--- src/rtl/field_engine.sv ---
// field_engine: byte-serial MIX partial-field unit (LD / LDN / ST) on sign-magnitude words.
// Optional macro FIELD_ENGINE_FAST_EN: legal full-magnitude fields complete one cycle after accept.
module field_engine #(
  parameter  int BYTE_W = 6,
  parameter  int NBYTES = 5,
  localparam int W      = 1 + NBYTES*BYTE_W
) (
  input  logic         clk,
  input  logic         rst_n,
  input  logic         in_valid,
  output logic         in_ready,
  input  logic [1:0]   op,
  input  logic [5:0]   field,
  input  logic [W-1:0] reg_in,
  input  logic [W-1:0] mem_in,
  output logic         out_valid,
  input  logic         out_ready,
  output logic [W-1:0] result,
  output logic         err,
  output logic         busy
);

  localparam int MW = NBYTES*BYTE_W;

  localparam logic [1:0] OP_LDN = 2'b01;
  localparam logic [1:0] OP_ST  = 2'b10;
  localparam logic [1:0] OP_RSV = 2'b11;

  typedef enum logic [1:0] {IDLE, BUSY, DONE} state_e;

  state_e          state;
  logic [1:0]      op_q;
  logic [2:0]      lp_q;
  logic [2:0]      r_q;
  logic [2:0]      n_q;
  logic [2:0]      j_q;
  logic [MW-1:0]   reg_q;
  logic [W-1:0]    acc;

  // Byte k (1 = most significant) of a magnitude.
  function automatic logic [BYTE_W-1:0] byte_of(input logic [MW-1:0] mag, input logic [2:0] k);
    return BYTE_W'(mag >> ((NBYTES - int'(k)) * BYTE_W));
  endfunction

  function automatic logic [W-1:0] with_byte(input logic [W-1:0] word, input logic [2:0] k,
                                             input logic [BYTE_W-1:0] b);
    logic [W-1:0] w;
    w = word;
    for (int i = 1; i <= NBYTES; i++)
      if (int'(k) == i) w[(NBYTES-i+1)*BYTE_W-1 -: BYTE_W] = b;
    return w;
  endfunction

  function automatic logic [W-1:0] finish(input logic [1:0] o, input logic [W-1:0] w);
    return {w[W-1] ^ (o == OP_LDN), w[MW-1:0]};
  endfunction

  logic [2:0]   l_in, r_in, lp_in, n_in;
  logic         legal_in;
  logic [W-1:0] init_acc, illegal_word, acc_next;

  // NOTE: every combinational output gets a default at the top so no path can infer a latch.
  always_comb begin
    l_in         = field[5:3];
    r_in         = field[2:0];
    lp_in        = (l_in == 3'd0) ? 3'd1 : l_in;
    legal_in     = (l_in <= r_in) && (int'(r_in) <= NBYTES) && (op != OP_RSV);
    n_in         = (r_in == 3'd0) ? 3'd0 : (r_in - lp_in + 3'd1);
    illegal_word = (op == OP_ST) ? mem_in : '0;
    if (op == OP_ST)
      init_acc = {(l_in == 3'd0) ? reg_in[W-1] : mem_in[W-1], mem_in[MW-1:0]};
    else
      init_acc = {(l_in == 3'd0) & reg_in[W-1], {MW{1'b0}}};

    if (op_q == OP_ST)
      acc_next = with_byte(acc, r_q - j_q, byte_of(reg_q, 3'(NBYTES) - j_q));
    else
      acc_next = {acc[W-1], (acc[MW-1:0] << BYTE_W) | MW'(byte_of(reg_q, lp_q + j_q))};
  end

`ifdef FIELD_ENGINE_FAST_EN
  logic fast_in;
  assign fast_in = legal_in && (l_in <= 3'd1) && (int'(r_in) == NBYTES);
`endif

  // NOTE: all state and registered outputs use non-blocking assignments so every flop
  // samples pre-edge values regardless of statement order.
  always_ff @(posedge clk or negedge rst_n) begin
    if (!rst_n) begin
      state     <= IDLE;
      in_ready  <= 1'b1;
      out_valid <= 1'b0;
      busy      <= 1'b0;
      err       <= 1'b0;
      result    <= '0;
      op_q      <= '0;
      lp_q      <= '0;
      r_q       <= '0;
      n_q       <= '0;
      j_q       <= '0;
      reg_q     <= '0;
      acc       <= '0;
    end else begin
      unique case (state)
        IDLE: if (in_valid) begin
          op_q     <= op;
          lp_q     <= lp_in;
          r_q      <= r_in;
          n_q      <= n_in;
          j_q      <= '0;
          reg_q    <= reg_in[MW-1:0];
          in_ready <= 1'b0;
          if (!legal_in) begin
            state     <= DONE;
            out_valid <= 1'b1;
            err       <= 1'b1;
            result    <= illegal_word;
`ifdef FIELD_ENGINE_FAST_EN
          end else if (fast_in) begin
            // Full-magnitude field: every byte comes from the register, only the sign differs.
            state     <= DONE;
            out_valid <= 1'b1;
            err       <= 1'b0;
            result    <= finish(op, {init_acc[W-1], reg_in[MW-1:0]});
`endif
          end else if (n_in == 3'd0) begin
            state     <= DONE;
            out_valid <= 1'b1;
            err       <= 1'b0;
            result    <= finish(op, init_acc);
          end else begin
            state <= BUSY;
            busy  <= 1'b1;
            err   <= 1'b0;
            acc   <= init_acc;
          end
        end
        BUSY: begin
          acc <= acc_next;
          j_q <= j_q + 3'd1;
          if (j_q == n_q - 3'd1) begin
            state     <= DONE;
            busy      <= 1'b0;
            out_valid <= 1'b1;
            result    <= finish(op_q, acc_next);
          end
        end
        DONE: if (out_ready) begin
          state     <= IDLE;
          out_valid <= 1'b0;
          err       <= 1'b0;
          in_ready  <= 1'b1;
        end
        default: state <= IDLE;
      endcase
    end
  end

endmodule
--- config.mk ---
export PLATFORM = sky130hd
export DESIGN_NAME = field_engine
export DESIGN_NICKNAME = d
export VERILOG_FILES = /design/src/rtl/field_engine.sv
export SDC_FILE = /design/constraint.sdc
export NUM_CORES = 1
export LEC_CHECK = 0
export ABC_AREA = 0
export CORE_MARGIN = 8
export CORE_UTILIZATION = 35
export CTS_CLUSTER_SIZE = 30
export DETAILED_ROUTE_END_ITERATION = 12
export PLACE_DENSITY = 0.61
export SYNTH_ARGS = -nofsm -noshare
export SYNTH_HDL_FRONTEND = slang
export SYNTH_SLANG_ARGS = --single-unit
--- constraint.sdc ---
create_clock -name clk -period 3.6 [get_ports clk]
set_input_delay 0.36 -clock clk [delete_from_list [all_inputs] [get_ports clk]]
set_output_delay 0.36 -clock clk [all_outputs]
set_load 0.01 [all_outputs]
* Word-level counts from Yosys, hierarchy flattened
Cells that the tools add are included.
** Cells by class
- Muxes and demuxes :: 45
- $mul :: 2
- Eq/ne operators :: 19
- Order comparisons :: 2
- Shifts and indexed selects :: 2
- Bitwise operators :: 4
- Add/subtract/negate cells :: 9
- Reductions and logical operators :: 17
** Operators with widths (number)
- $mux 31 :: 9
- $pmux 31 s2 :: 2
- $shr 30x32->6 :: 2
- $mux 30 :: 1
- $mux 6 :: 5
- $or 30x6->30 :: 1
- $mul 4x3->7 const B :: 2
- $mux 1 :: 14
- $eq 3x3->1 const B :: 4
- $ne 2x2->1 const B :: 6
- $mux 2 :: 5
- $reduce_and 5->1 :: 2
- $logic_not 3->1 :: 3
- $mux 3 :: 3
- $reduce_and 4->1 :: 2
- $sub 3x3->4 const A :: 2
- $add 3x1->3 const B :: 2
- $eq 2x1->1 const B :: 3
- $eq 2x2->1 const B :: 3
- $pmux 1 s2 :: 3
- $pmux 2 s3 :: 1
- $pmux 3 s2 :: 1
- $reduce_and 3->1 :: 2
- $sub 3x3->3 :: 2
- other kinds (16) :: 20
** Word-level totals
- Logic and storage cells :: 113
- Bits of input ports :: 74
- Register bits :: 112
- Output and inout bits :: 35

* Logic depth before layout (Yosys ltp)
- Word-level depth :: 10
- Mapped depth :: 15
- Mapped depth without buffers :: 13

* Least setup slack after synthesis
Ideal clock, no wire load.
- Kind :: register to register
- Start point :: register j_q[0]
- End point :: register acc[2]
- Path slack :: 0.286 ns
- Data required time :: 3.466 ns
- Clock period less this slack :: 3.314 ns
- Stages on the path, launching flop included :: 14
- Setup time :: 0.134 ns
- Arrival :: 3.180 ns
- Buffers on the path :: 3
- Path through :: dfrtp_1 -> ha_1 -> buf_2 -> buf_2 -> inv_1 -> ha_1 -> ha_1 -> buf_2 -> mux4_2 -> a22oi_1 -> nor3_1 -> a2111oi_0 -> o21a_1 -> o31ai_1
** On the way
- Word-level cells in the longest chain between the ends :: 7
- Elaborated cells between the ends (all ways) :: 14
- Classes of those cells :: add/sub (5); mul (2); eq/ne (1); shift (2); mux (3); bitwise (1)
** Ends and longest elaborated chain
- from (decl) :: RTL line 36 : logic [2:0] j_q;
- from (signal assigned) :: RTL line 140 : j_q <= j_q + 3'd1;
- $add 3x3->3 / $sub 3x3->3 (equally long branches) :: RTL line 78, 76
- $sub 3x3->4 :: RTL line 42 : return BYTE_W'(mag >> ((NBYTES - int'(k)) * BYTE_W));
- $mul 4x3->7 :: RTL line 42
- $shr 30x32->6 :: RTL line 42
- $or 30x6->30 / $mux 6 (equally long branches) :: RTL line 78, 50
- $mux 30 * :: RTL line 75 : if (op_q == OP_ST)
- $pmux 31 s2 * :: RTL line 104 : unique case (state)
- to (signal assigned) :: RTL line 135 : acc <= init_acc;
- to (signal assigned) :: RTL line 139 : acc <= acc_next;
- to (decl) :: RTL line 38 : logic [W-1:0] acc;
Every way passes the cells marked *; elsewhere a longest branch is shown, timed or not.
A chain may end at the register's enable or synchronous reset.

* Worst setup path in the final report
- Start point :: register j_q[0]
- End point :: register result[10]
** On the way
- Word-level cells in the longest chain between the ends :: 8
- Elaborated cells between the ends (all ways) :: 13
- Classes of those cells :: add/sub (3); mul (1); eq/ne (3); shift (1); mux (4); reduce/logical (1)
** Ends and longest elaborated chain
- $sub 3x3->3 :: RTL line 76 : acc_next = with_byte(acc, r_q - j_q, byte_of(reg_q, 3'(NBYTES) - j_q));
- $sub 3x3->4 :: RTL line 42
- $mul 4x3->7 :: RTL line 42
- $shr 30x32->6 :: RTL line 42
- $mux 6 :: RTL line 50 : if (int'(k) == i) w[(NBYTES-i+1)*BYTE_W-1 -: BYTE_W] = b;
- $mux 30 :: RTL line 75
- $mux 31 :: RTL line 141 : if (j_q == n_q - 3'd1) begin
- $pmux 31 s2 :: RTL line 104
- to (signal assigned) :: RTL line 117 : result <= illegal_word;
- to (signal assigned) :: RTL line 130 : result <= finish(op, init_acc);
- to (signal assigned) :: RTL line 145 : result <= finish(op_q, acc_next);
- to (decl) :: RTL line 18 : output logic [W-1:0] result,
Parallel ways exist; a longest one is shown, timed or not. The select of a mux whose other input is x is not followed.

==> impl_metrics.yaml <==
outcome:
  status: "complete, no violations"
drt:
  wl_per_cell_um: 20.0
  wl_um: 24700
  drc_errors: 0
  dr.max_layer_used: "met4"
  num_vias: 7046
  avgViaCountPerCell: 5.71
  first_pass_iters: 5
  wl_met2_um: 11200
  drt_iter0_markers: 581
  route.met3.wl_um: 1600
  detail-route-antenna-nets: 0
  m1WireLength_um: 11400
power_and_ir_drop:
  report.power.total_mw: 11.0
  vdd_ir_drop_max_uv: 628
  switching_share_pct: 49.3
  seqPwrFrac_pct: 22.6
  clockPowerShare_pct: 9.9
  powerDensity_nw_per_um2: 1170
  p_int_mw: 5.55
  power_frac_comb_pct: 67.5
  p_sw_mw: 5.40
  p_leak_nw: 3.90
worst_setup_path:
  reg2reg_depth: 9
  crit_fanout: 34
  end_kind: "flop"
  path_common_cell: "buf_4"
  path_depth: 9
  cpMaxStageDelayCell: "a2111oi_1"
  startpoint: "j_q[0]$_DFFE_PN0P_"
  slowest_delay_ns: 0.76
  reg2reg_to: "result[10]$_DFFE_PN0P_"
  reg2reg_slack_ns: 0.16
  crit_chain: "buf_4, ha_1, buf_4, xnor2_2, nor3_1, a2111oi_1, nor2_1, a21oi_1, o221ai_1"
  cp-start-kind: "flop"
  cp_top_family: "compound AO/OA/AOI/OAI gates"
  cp.arrival_ns: 3.68
  reg2reg_from: "j_q[0]$_DFFE_PN0P_"
  cp.required_ns: 3.84
  path_buf_inv: 2
  path_class: "flop to flop"
  crit_end: "result[10]$_DFFE_PN0P_"
placed_design:
  port_buffers: 108
  place_hpwl_um: 18200
  place_congestion: 0.896
  place_area_sq_um: 9010
sta:
  finalSetupViolCount: 0
  period_share_pct: 95.7
  fin_crit_ns: 3.44
  skew_ns: 0.0147
  rsz0062_at_grt: "yes"
  hold_viol: 0
  slew_headroom_pct: 41.5
  drv_slew: 0
  worstMarginPinSlew_ns: 0.877
  fmax_ghz: 0.290
die:
  placementRows: 54
  initial_core_util_pct: 35.2
  die_h_um: 163
  die-area_sq_um: 26600
  die_w_um: 163
  ios: 109
  core_sq_um: 21600
cts:
  cts_root_buf: "clkbuf_16"
  insertion_delay_ns: 0.37
  clock_sinks: 112
  numCtsBuffers: 9
  path_clk_slew_ns: 0.08
  cts_tree: "done"
  clock_path_buffers: 2
  cts_setup_buffers: 0
  htree_levels: 3
synthesis:
  yosysMostFrequentCell: "nand2_1"
  netlist_instances: 857
  synth_edf_count: 0
  syn_nets: 951
  syn_area_sq_um: 7580
  ys_warn_count: 0
  synth-main-ff-cell: "dfrtp_1"
  seq_area_frac_synth_pct: 37.0
  synthTopCellsByCount: "nand2_1 (167), dfrtp_1 (111), a21oi_1 (49)"
  synth_top_area_share_pct: 36.6
  synth.distinct_cells: 72
  synthTopCellsByArea: "dfrtp_1 (37%), nand2_1 (8.3%), mux2i_1 (5.1%), mux4_2 (4.5%), mux2_2 (3.4%)"
  synth-seq-cells: 112
  syn_avg_cell_area_sq_um: 8.85
  async_reset_ff_share_pct: 100
  yosys.area.top_type: "dfrtp_1"
final_layout:
  areaGrowthSynthToFinish_pct: 23.2
  fillers: 2156
  drive_gt1_share_pct: 12.4
  n_antenna_cell: 0
  nets: 1044
  design_area_sq_um: 9340
global_route:
  grt_pass1_vias: 7065
  grt_pass1_wl_um: 39700
  antenna_found_initial: 0
  grt-ovfl-total: 0
  grt_max_degree: 58
  grt_use_total_pct: 18.8
worst_hold_path:
  hold_class: "primary input to asynchronous set/reset pin"
job:
  drv_cap: 0
cells in the final DEF (no fill, tap or decap), types with 5 or more instances in the layout:
master | netlist | layout
nand2_1 | 167 | 167
dfrtp_1 | 111 | 111
clkdlybuf4s50_1 | 0 | 107
a21oi_1 | 49 | 49
o21ai_0 | 48 | 48
nor2_1 | 41 | 40
nand3_1 | 39 | 39
mux2i_1 | 39 | 39
buf_4 | 2 | 35
nor3_1 | 26 | 26
a31oi_1 | 23 | 23
mux2_2 | 23 | 23
inv_1 | 19 | 19
ha_1 | 18 | 17
mux4_2 | 15 | 15
o211ai_1 | 13 | 13
o31ai_1 | 13 | 13
a22oi_1 | 10 | 10
o22ai_1 | 11 | 10
clkbuf_16 | 0 | 9
o221ai_1 | 8 | 8
a32oi_1 | 8 | 8
nand2b_1 | 8 | 8
a211oi_1 | 7 | 7
or3_1 | 7 | 7
nor2b_1 | 9 | 6
a21o_1 | 5 | 5
nand4_1 | 5 | 5
a221oi_1 | 5 | 5
xnor2_1 | 6 | 5
layout make-up:
cell class / count / area [sq um] / area share (%)
multi-input cells: 665 / 4450 / 47.6
flip-flops and latches: 112 / 2800 / 30.0
repair buffers: 143 / 1350 / 14.5
well taps: 280 / 350 / 3.75
clock buffers: 10 / 239 / 2.56
clock inverters: 6 / 73.8 / 0.790
inverters: 19 / 71.3 / 0.763
cells by family (layout without fill, tap and decap cells):
group           count (synthesis)  count (layout)  synth area share [%]
mux                            77              77                  13.0
fa+ha+maj                      20              20                  3.50
simple gates                  324             324                  19.4
buf+inv                        80             178                  4.82
flops                         112             112                  37.0
xor+xnor                       13              13                  2.10
compound gates                231             231                  20.2
metal layers:
metal | vias to the layer above | track usage (%)
met1 | 3411 | 25.7
met5 | - | 0
met3 | 34 | 3.81
li1 | 3346 | -
met4 | 0 | 5.30
met2 | 255 | 29.5
worst min-delay path by stage:
stage	start	end	slack, ns	cells past startpoint
after floorplan	rst_n	acc[0]$_DFFE_PN0P_	0.06	0
after global placement	acc[25]$_DFFE_PN0P_	acc[25]$_DFFE_PN0P_	0.47	2
after detailed placement	out_valid$_DFFE_PN0P_	out_valid$_DFFE_PN0P_	0.47	2
after CTS	rst_n	result[16]$_DFFE_PN0P_	0.08	1
after global routing	rst_n	state[1]$_DFFE_PN0P_	0.11	1
final	rst_n	out_valid$_DFFE_PN0P_	0.04	1
worst register-to-register path, delay by kind of cell, from the launching register on:
family | cells | cell delay (ns)
flip-flops | 1 | 0.38
AND/OR/NAND/NOR | 2 | 0.46
buffers and inverters | 2 | 0.46
XOR/XNOR | 1 | 0.45
adder cells (fa/ha/maj) | 1 | 0.32
AO/OA/AOI/OAI | 3 | 1.24
per-stage QoR:
stage          hold slack (ns)  instances  utilization (%)  worst slack, ns    TNS, ns
2_1_floorplan           0.0644        857                -            0.286          0
4_1_cts                 0.0826       1235             43.2            0.233          0
3_3_place_gp             0.473       1219             41.8            0.240          0
5_1_grt                  0.111       1235             43.3        -0.000926  -0.000926
3_5_place_dp             0.472       1219             41.8            0.240          0
6_report                0.0421       1235             43.3            0.155          0
power by group through the flow:
stage / sequential [mW] / clock (mW) / combinational [mW]
after floorplan: 2.32 / 0 / 5.05
after global placement: 2.48 / 0 / 7.23
after detailed placement: 2.50 / 0 / 7.24
after CTS: 2.47 / 1.10 / 7.27
after global routing: 2.56 / 1.15 / 8.10
final: 2.48 / 1.08 / 7.39
sequential cells by signal, indices dropped and copies added (netlist names):
signal	cells
acc	31
result	31
reg_q	30
j_q	3
lp_q	3
n_q	3
r_q	3
op_q	2
state	2
busy	1
err	1
in_ready	1
out_valid	1
what timing repair did:
item / in CTS / in global routing
endpoints found under the setup margin: 0 / 4
resized for setup: 0 / 5
hold buffers: 0 / 0
Power figures use the tool's default switching activity.
